<file path="config.mk">
export PLATFORM = sky130hd
export DESIGN_NAME = uart_tx_fifo
export DESIGN_NICKNAME = d
export VERILOG_FILES = /design/src/rtl/uart_tx_fifo.sv
export SDC_FILE = /design/constraint.sdc
export NUM_CORES = 1
export LEC_CHECK = 0
export CORE_MARGIN = 3
export CORE_UTILIZATION = 50
export DETAILED_ROUTE_END_ITERATION = 12
export PLACE_DENSITY_LB_ADDON = 0.2
export SLEW_MARGIN = 20
export SYNTH_ARGS = -nofsm -noshare
export SYNTH_HDL_FRONTEND = slang
export SYNTH_SLANG_ARGS = --single-unit
export TNS_END_PERCENT = 20
</file>
<file path="constraint.sdc">
create_clock -name clk -period 6.4 [get_ports clk]
set_input_delay 0.96 -clock clk [delete_from_list [all_inputs] [get_ports clk]]
set_output_delay 0.96 -clock clk [all_outputs]
set_load 0.01 [all_outputs]
</file>
<file path="src/rtl/uart_tx_fifo.sv">
// uart_tx_fifo: byte FIFO that launches words into a UART transmitter over its enable/busy handshake (optional flush via UART_TX_FIFO_FLUSH_EN)
module uart_tx_fifo #(
  parameter int DATA_WIDTH = 8,
  parameter int DEPTH = 16
) (
  input  logic                    clk,
  input  logic                    reset,
  input  logic                    wr_en,
  input  logic [DATA_WIDTH-1:0]   wr_data,
  output logic                    full,
  output logic                    empty,
  output logic [$clog2(DEPTH):0]  count,
  output logic                    overflow,
  input  logic                    o_busy,
`ifdef UART_TX_FIFO_FLUSH_EN
  input  logic                    flush,
`endif
  output logic                    enable,
  output logic [DATA_WIDTH-1:0]   i_data
);
  localparam int AW = $clog2(DEPTH);
  localparam logic [1:0] IDLE = 2'd0, LAUNCH = 2'd1, BUSY = 2'd2, GAP = 2'd3;
  logic [1:0] state, state_nx;
  logic [DATA_WIDTH-1:0] mem [DEPTH];
  logic [AW-1:0] wr_ptr, rd_ptr;
  logic [AW:0] cnt_nx;
  logic push, pop, pop_d, clr;
`ifdef UART_TX_FIFO_FLUSH_EN
  logic flush_pend;
  assign clr = (flush || flush_pend) && (state == IDLE || state == GAP || (state == BUSY && !o_busy));
  // a flush seen mid-frame is held until the frame finishes and BUSY hands over to GAP
  always_ff @(posedge clk or posedge reset)
    if (reset) flush_pend <= 1'b0;
    else flush_pend <= clr ? 1'b0 : (flush_pend || flush);
`else
  assign clr = 1'b0;
`endif
  assign push = wr_en && !full && !clr;
  assign pop = state == IDLE && !empty && !o_busy && !clr;
  assign cnt_nx = count + (AW+1)'(push) - (AW+1)'(pop_d);
  // next state of the launch sequencer
  always_comb
    state_nx = (state == IDLE)   ? (pop ? LAUNCH : IDLE) :
               (state == LAUNCH) ? (o_busy ? BUSY : LAUNCH) :
               (state == BUSY)   ? (o_busy ? BUSY : GAP) : IDLE;
  // storage array; contents need no reset since occupancy gates every read
  always_ff @(posedge clk)
    if (push) mem[wr_ptr] <= wr_data;
  // pointers and occupancy; a pop is counted one cycle after it launches
  always_ff @(posedge clk or posedge reset)
    if (reset) begin
      wr_ptr <= '0;
      rd_ptr <= '0;
      count <= '0;
      empty <= 1'b1;
      full <= 1'b0;
      overflow <= 1'b0;
      pop_d <= 1'b0;
    end else begin
      overflow <= wr_en && full && !clr;
      pop_d <= pop;
      if (clr) begin
        wr_ptr <= '0;
        rd_ptr <= '0;
        count <= '0;
        empty <= 1'b1;
        full <= 1'b0;
      end else begin
        if (push) wr_ptr <= wr_ptr + 1'b1;
        if (pop) rd_ptr <= rd_ptr + 1'b1;
        count <= cnt_nx;
        empty <= cnt_nx == '0;
        full <= cnt_nx == (AW+1)'(DEPTH);
      end
    end
  // launch handshake; i_data is only reloaded on a pop so it stays stable for the whole frame
  always_ff @(posedge clk or posedge reset)
    if (reset) begin
      state <= IDLE;
      enable <= 1'b0;
      i_data <= '0;
    end else begin
      state <= state_nx;
      if (pop) begin
        enable <= 1'b1;
        i_data <= mem[rd_ptr];
      end else if (state == LAUNCH && o_busy) enable <= 1'b0;
    end
endmodule

</file>
==> impl_metrics.json, run 1 <==
{
  "reg2reg_from": "full$_DFF_PP0_",
  "die-area_um2": 14080,
  "slew_headroom_pct": 54.96,
  "path_cells": "clkdlybuf4s50_1 > nor2b_1 > inv_1 > ha_1 > inv_1 > ha_1 > inv_1 > fa_1 > nor2b_1 > o21ai_0 > and3_1 > nor4_1",
  "antenna_found_initial": 0,
  "initial_core_util_pct": 51.98,
  "clock_path_buffers": 2,
  "cts_tree": "yes",
  "synth-seq-cells": 156,
  "overflow": 0,
  "antennaDiodeCount": 0,
  "core_area_um2": 12210,
  "synthArstFlopShare_pct": 17.95,
  "die_y_um": 118.7,
  "synthCells": 336,
  "grt_pass1_vias": 3259,
  "setup_viol": 0,
  "min_period_ns": 3.444,
  "drt-wirelength-per-cell_um": 20.91,
  "tns_ns": 0,
  "crit_path_max_fanout": 8,
  "io_pins": 29,
  "critPathKind": "in -> reg",
  "fp.dieW_um": 118.7,
  "synth-xor-area-share_pct": 1.242,
  "ctsHtreeMaxLevel": 4,
  "ir_drop_uv": 314.2,
  "skew_ns": 0.007408,
  "core.rowCount": 40,
  "synthAdderAreaFrac_pct": 2.287,
  "synth-main-ff-cell": "edfxtp_1",
  "ys_warn_count": 0,
  "layout_commonest_cell": "edfxtp_1",
  "place_congestion": 0.7480,
  "crit_path_end_kind": "flip-flop",
  "firstDrtPassIters": 4,
  "dp_hpwl_um": 7074,
  "numClockSinks": 156,
  "critPathSlowestCell": "clkdlybuf4s50_1",
  "max_stage_delay_ns": 0.46,
  "wl_um": 11540,
  "synth_cell_types": 39,
  "synth_nets": 359,
  "final_util_pct": 59.34,
  "worstMarginPinSlew_ns": 0.6756,
  "viasPerCell": 5.493,
  "numCtsBuffers": 17,
  "final_hold_viol_count": 0,
  "synth_top_family_by_area": "multiplexers",
  "cp_data_arrival_time_ns": 3.75,
  "clk_pin_slew_ns": 0.06,
  "synth_compound_area_share_pct": 1.892,
  "crit_required_ns": 6.70,
  "cts_setup_buffers": 0,
  "cp_common_cell": "inv_1",
  "clock-root-buffer": "clkbuf_16",
  "clk_latency_ns": 0.42,
  "cts_resized": 0,
  "muxShareOfSynthArea_pct": 13.72,
  "period_share_pct": 53.81,
  "power_leakage_nw": 2.531,
  "grt_pass1_wl_um": 18440,
  "hold_path.startpoint": "i_data[3]$_DFFE_PP0P_",
  "grt_use_total_pct": 17.99,
  "grt_max_degree": 35,
  "ant_nets": 0,
  "holdBufCountCts": 0,
  "hold_path.class": "reg -> reg",
  "cp_top_family": "simple AND/OR/NAND/NOR gates",
  "final_nets": 394,
  "synth_edf_count": 128,
  "syn_area_um2": 6347,
  "drive_gt1_share_pct": 15.36,
  "fin_ws_ns": 2.956,
  "synth.avg_cell_area_um2": 18.89,
  "route.vias.total": 3032,
  "ys_seq_area_share_pct": 71.61,
  "critPathLaunch": "wr_en",
  "final_cell_mix": "128 x edfxtp_1, 28 x clkdlybuf4s50_1, 27 x dfrtp_1",
  "port_buffers": 28,
  "path_buf_inv": 4,
  "synth-simple-area-share_pct": 6.367,
  "final-max-slew-violation-count": 0,
  "drt_iter0_drc": 271,
  "rsz0062_at_grt": "no",
  "crit_path_start_kind": "input pin",
  "run_status": "completed",
  "post-place-ws_ns": 2.450,
  "fmax_ghz": 0.2904,
  "cap_violations": 0,
  "area_growth_pct": 14.17,
  "power.density_nw_per_um2": 439.4,
  "drc": 0
}
==> logic make-up after synthesis <==
logic type | after synthesis
flip-flops | 156
AND/OR/NAND/NOR | 71
multiplexers | 40
buffers and inverters | 30
AO/OA/AOI/OAI | 19
adder cells (fa/ha/maj) | 11
XOR/XNOR | 9
==> cell type report <==
class	instances	area, um2
Tap cell	168	210.2
Sequential cell	156	4546
Fill cell	935	4965
Multi-Input combinational cell	150	1619
Inverter	15	56.30
Clock buffer	22	464.2
Clock inverter	10	48.80
Timing Repair Buffer	31	302.8
==> layer usage <==
layer	GRT usage (%)	share of wire (%)
met1	23.64	43
met2	28.81	51
met3	4.498	4.3
met4	7.603	1.7
met5	0	0
==> stage by stage <==
step                      power (W)  cell area (um2)  hold slack, ns  std cells
after floorplan            0.002075             6347          0.4912        336
after global placement     0.002325             6734          0.4744        520
after global routing       0.003362             7247          0.5392        552
final                      0.003184             7247          0.5019        552
after detailed placement   0.002347             6734          0.4912        520
after CTS                  0.003220             7247          0.5041        552
==> final timing paths <==
path | to | slack, ns | depth (start not counted)
max in group asynchronous | count[1]$_DFF_PP0_ | 5.03 | 2
min in group asynchronous | i_data[0]$_DFFE_PP0P_ | 0.94 | 2
worst min register to register | i_data[3]$_DFFE_PP0P_ | 0.50 | 2
worst max register to register | full$_DFF_PP0_ | 3.57 | 11
worst min-delay path | i_data[3]$_DFFE_PP0P_ | 0.50 | 2
worst max-delay path | full$_DFF_PP0_ | 2.96 | 12
==> cell usage after synthesis (2+ instances only) <==
cell type / instances / area (um2)
edfxtp_1: 128 / 3844
dfrtp_1: 27 / 675.7
and2_1: 17 / 106.4
mux4_1: 16 / 420.4
mux4_2: 16 / 360.4
nand2_1: 16 / 60.06
inv_1: 14 / 52.55
ha_1: 10 / 125.1
nand4_1: 10 / 62.56
mux2_2: 8 / 90.09
xnor2_1: 8 / 70.07
a22oi_1: 7 / 52.55
nand3_1: 7 / 35.03
o21ai_0: 6 / 30.03
nor2_1: 4 / 15.01
a21oi_1: 3 / 15.01
buf_2: 3 / 15.01
buf_4: 3 / 22.52
buf_6: 3 / 33.78
clkbuf_1: 3 / 11.26
nor3b_1: 3 / 22.52
and3_1: 2 / 12.51
buf_12: 2 / 40.04
nor2b_1: 2 / 12.51
nor3_1: 2 / 10.01
nor3b_2: 2 / 25.02
nor4_1: 2 / 12.51
==> state kept, by name, summed over array words and instances (netlist names) <==
name	cells
state	2
rd_ptr	4
count	5
mem	128
pop_d	1
enable	1
overflow	1
empty	1
full	1
i_data	8
wr_ptr	4
==> power by group <==
| part | switching (W) | internal (W) | leakage [nW] | total [W] |
|---|---|---|---|---|
| Sequential | 0.0000916 | 0.00127 | 1.50 | 0.00136 |
| Combinational | 0.000488 | 0.000460 | 0.779 | 0.000948 |
| Clock | 0.000366 | 0.000506 | 0.256 | 0.000873 |
| Total | 0.000946 | 0.00224 | 2.53 | 0.00318 |
==> worst min-delay path, delay by kind of cell (launching register included) <==
kind             cells  cell delay, ns
flip-flops           1            0.34
AND/OR/NAND/NOR      2            0.12
No activity file was read; power rests on OpenSTA's default activity.
==> run 2: changes to the inputs <==
- clock period: 6.4 -> 3.24 ns (I/O delays scaled with it)
==> impl_metrics.json, run 2 (same netlist as run 1, synthesis figures left out) <==
{
  "drt-wirelength-per-cell_um": 21.15,
  "regMostFlops": "mem",
  "holdBufCountCts": 0,
  "max_stage_delay_ns": 0.47,
  "critPathKind": "in -> reg",
  "antenna_found_initial": 0,
  "layout_commonest_cell": "edfxtp_1",
  "grt_pass1_wl_um": 19060,
  "drc": 0,
  "final-max-slew-violation-count": 0,
  "clk_latency_ns": 0.41,
  "cts_resized": 0,
  "path_buf_inv": 4,
  "wl_um": 11800,
  "place_congestion": 0.7209,
  "cp_data_arrival_time_ns": 2.92,
  "fin_ws_ns": 0.6336,
  "crit_required_ns": 3.55,
  "antennaDiodeCount": 0,
  "cap_violations": 0,
  "post-place-ws_ns": 0.1728,
  "clk_pin_slew_ns": 0.06,
  "ctsHtreeMaxLevel": 4,
  "final_nets": 400,
  "core_area_um2": 12210,
  "ant_nets": 0,
  "run_status": "completed",
  "firstDrtPassIters": 4,
  "cp_top_family": "adder cells",
  "finalPower_w": 0.006905,
  "cp_common_cell": "inv_1",
  "grt_max_degree": 22,
  "tns_ns": 0,
  "die_y_um": 118.7,
  "die-area_um2": 14080,
  "overflow": 0,
  "crit_path_start_kind": "input pin",
  "clock_path_buffers": 2,
  "power.density_nw_per_um2": 924.7,
  "worstMarginPinSlew_ns": 0.8568,
  "cts_setup_buffers": 0,
  "top_regs": "mem (128), i_data (8), count (5)",
  "fp.dieW_um": 118.7,
  "largest_reg_flops": 128,
  "placed_area_um2": 6779,
  "clock-root-buffer": "clkbuf_16",
  "port_buffers": 28,
  "ir_drop_uv": 652.2,
  "initial_core_util_pct": 51.98,
  "numClockSinks": 156,
  "min_period_ns": 2.606,
  "drive_gt1_share_pct": 17.44,
  "power_leakage_nw": 2.639,
  "core.rowCount": 40,
  "rsz0062_at_grt": "no",
  "setup_viol": 0,
  "finalInstanceArea_um2": 7467,
  "crit_path_end_kind": "flip-flop",
  "final_util_pct": 61.15,
  "final_hold_viol_count": 0,
  "viasPerCell": 5.511,
  "grt_pass1_vias": 3368,
  "critPathSlowestCell": "clkdlybuf4s50_1",
  "route.vias.total": 3075,
  "path_cells": "clkdlybuf4s50_1 > nor2b_1 > inv_1 > ha_1 > inv_1 > ha_1 > inv_1 > fa_1 > nor2b_1 > o21ai_0 > and3_1 > nor4_1",
  "drt_iter0_drc": 285,
  "grt_use_total_pct": 18.49,
  "fmax_ghz": 0.3837,
  "crit_path_max_fanout": 4,
  "dp_hpwl_um": 7624,
  "area_growth_pct": 17.64,
  "cts_tree": "yes",
  "period_share_pct": 80.44,
  "io_pins": 29,
  "slew_headroom_pct": 42.82,
  "final_cell_mix": "128 x edfxtp_1, 28 x clkdlybuf4s50_1, 27 x dfrtp_1",
  "numCtsBuffers": 17,
  "fillers": 908,
  "hold_path.class": "reg -> reg",
  "skew_ns": 0.003466
}
==> run 2: changes by cell type in the layout (fill, tap and decap cells not counted), moves of 3 or more <==
cell,delta
clkinv_1,-3
bufinv_16,+7
buf_4,+6
clkinv_2,-3
==> run 2: power breakdown <==
| part | internal [W] | leakage, nW | switching (W) |
|---|---|---|---|
| Combinational | 0.000940 | 0.809 | 0.000883 |
| Sequential | 0.00251 | 1.50 | 0.000277 |
| Clock | 0.00154 | 0.334 | 0.000754 |
==> run 2: area by class of cell <==
cell class	count	area, um2	share of cell area (%)
flip-flops and latches	156	4546	60.87
inverters	15	56.30	0.7540
clock buffers	20	446.7	5.982
multi-input cells	150	1619	21.68
repair buffers	37	347.8	4.658
well taps	168	210.2	2.815
clock inverters	12	241.5	3.234
==> run 2: routing by layer <==
metal	GRT usage, %	part of all wire (%)	up-vias
met3	4.498	3.9	14
met2	29.56	51	64
li1	-	-	1406
met4	6.951	1.3	0
met1	24.83	44	1591
met5	0	0	-
==> run 2: stage by stage <==
| step | instances | hold WS (ns) |
|---|---|---|
| 3_5_place_dp | 526 | 0.4846 |
| 5_1_grt | 558 | 0.5327 |
| 2_1_floorplan | 336 | 0.4912 |
| 3_3_place_gp | 526 | 0.4745 |
| 4_1_cts | 558 | 0.4977 |
| 6_report | 558 | 0.4934 |
==> run 2: worst min-delay path, cell delays in order, from the launching register on <==
cell     delay, ns
dfrtp_1       0.34
nand2_1       0.05
nand3_1       0.07
==> run 2: path summary, 6_finish.rpt <==
check	startpoint	slack, ns	cells after the start	endpoint
max	wr_en	0.63	12	full$_DFF_PP0_
min	i_data[3]$_DFFE_PP0P_	0.49	2	i_data[3]$_DFFE_PP0P_
max reg2reg	full$_DFF_PP0_	0.77	11	full$_DFF_PP0_
min reg2reg	i_data[3]$_DFFE_PP0P_	0.49	2	i_data[3]$_DFFE_PP0P_
max in group asynchronous	reset	2.03	3	i_data[1]$_DFFE_PP0P_
min in group asynchronous	reset	0.56	2	i_data[5]$_DFFE_PP0P_
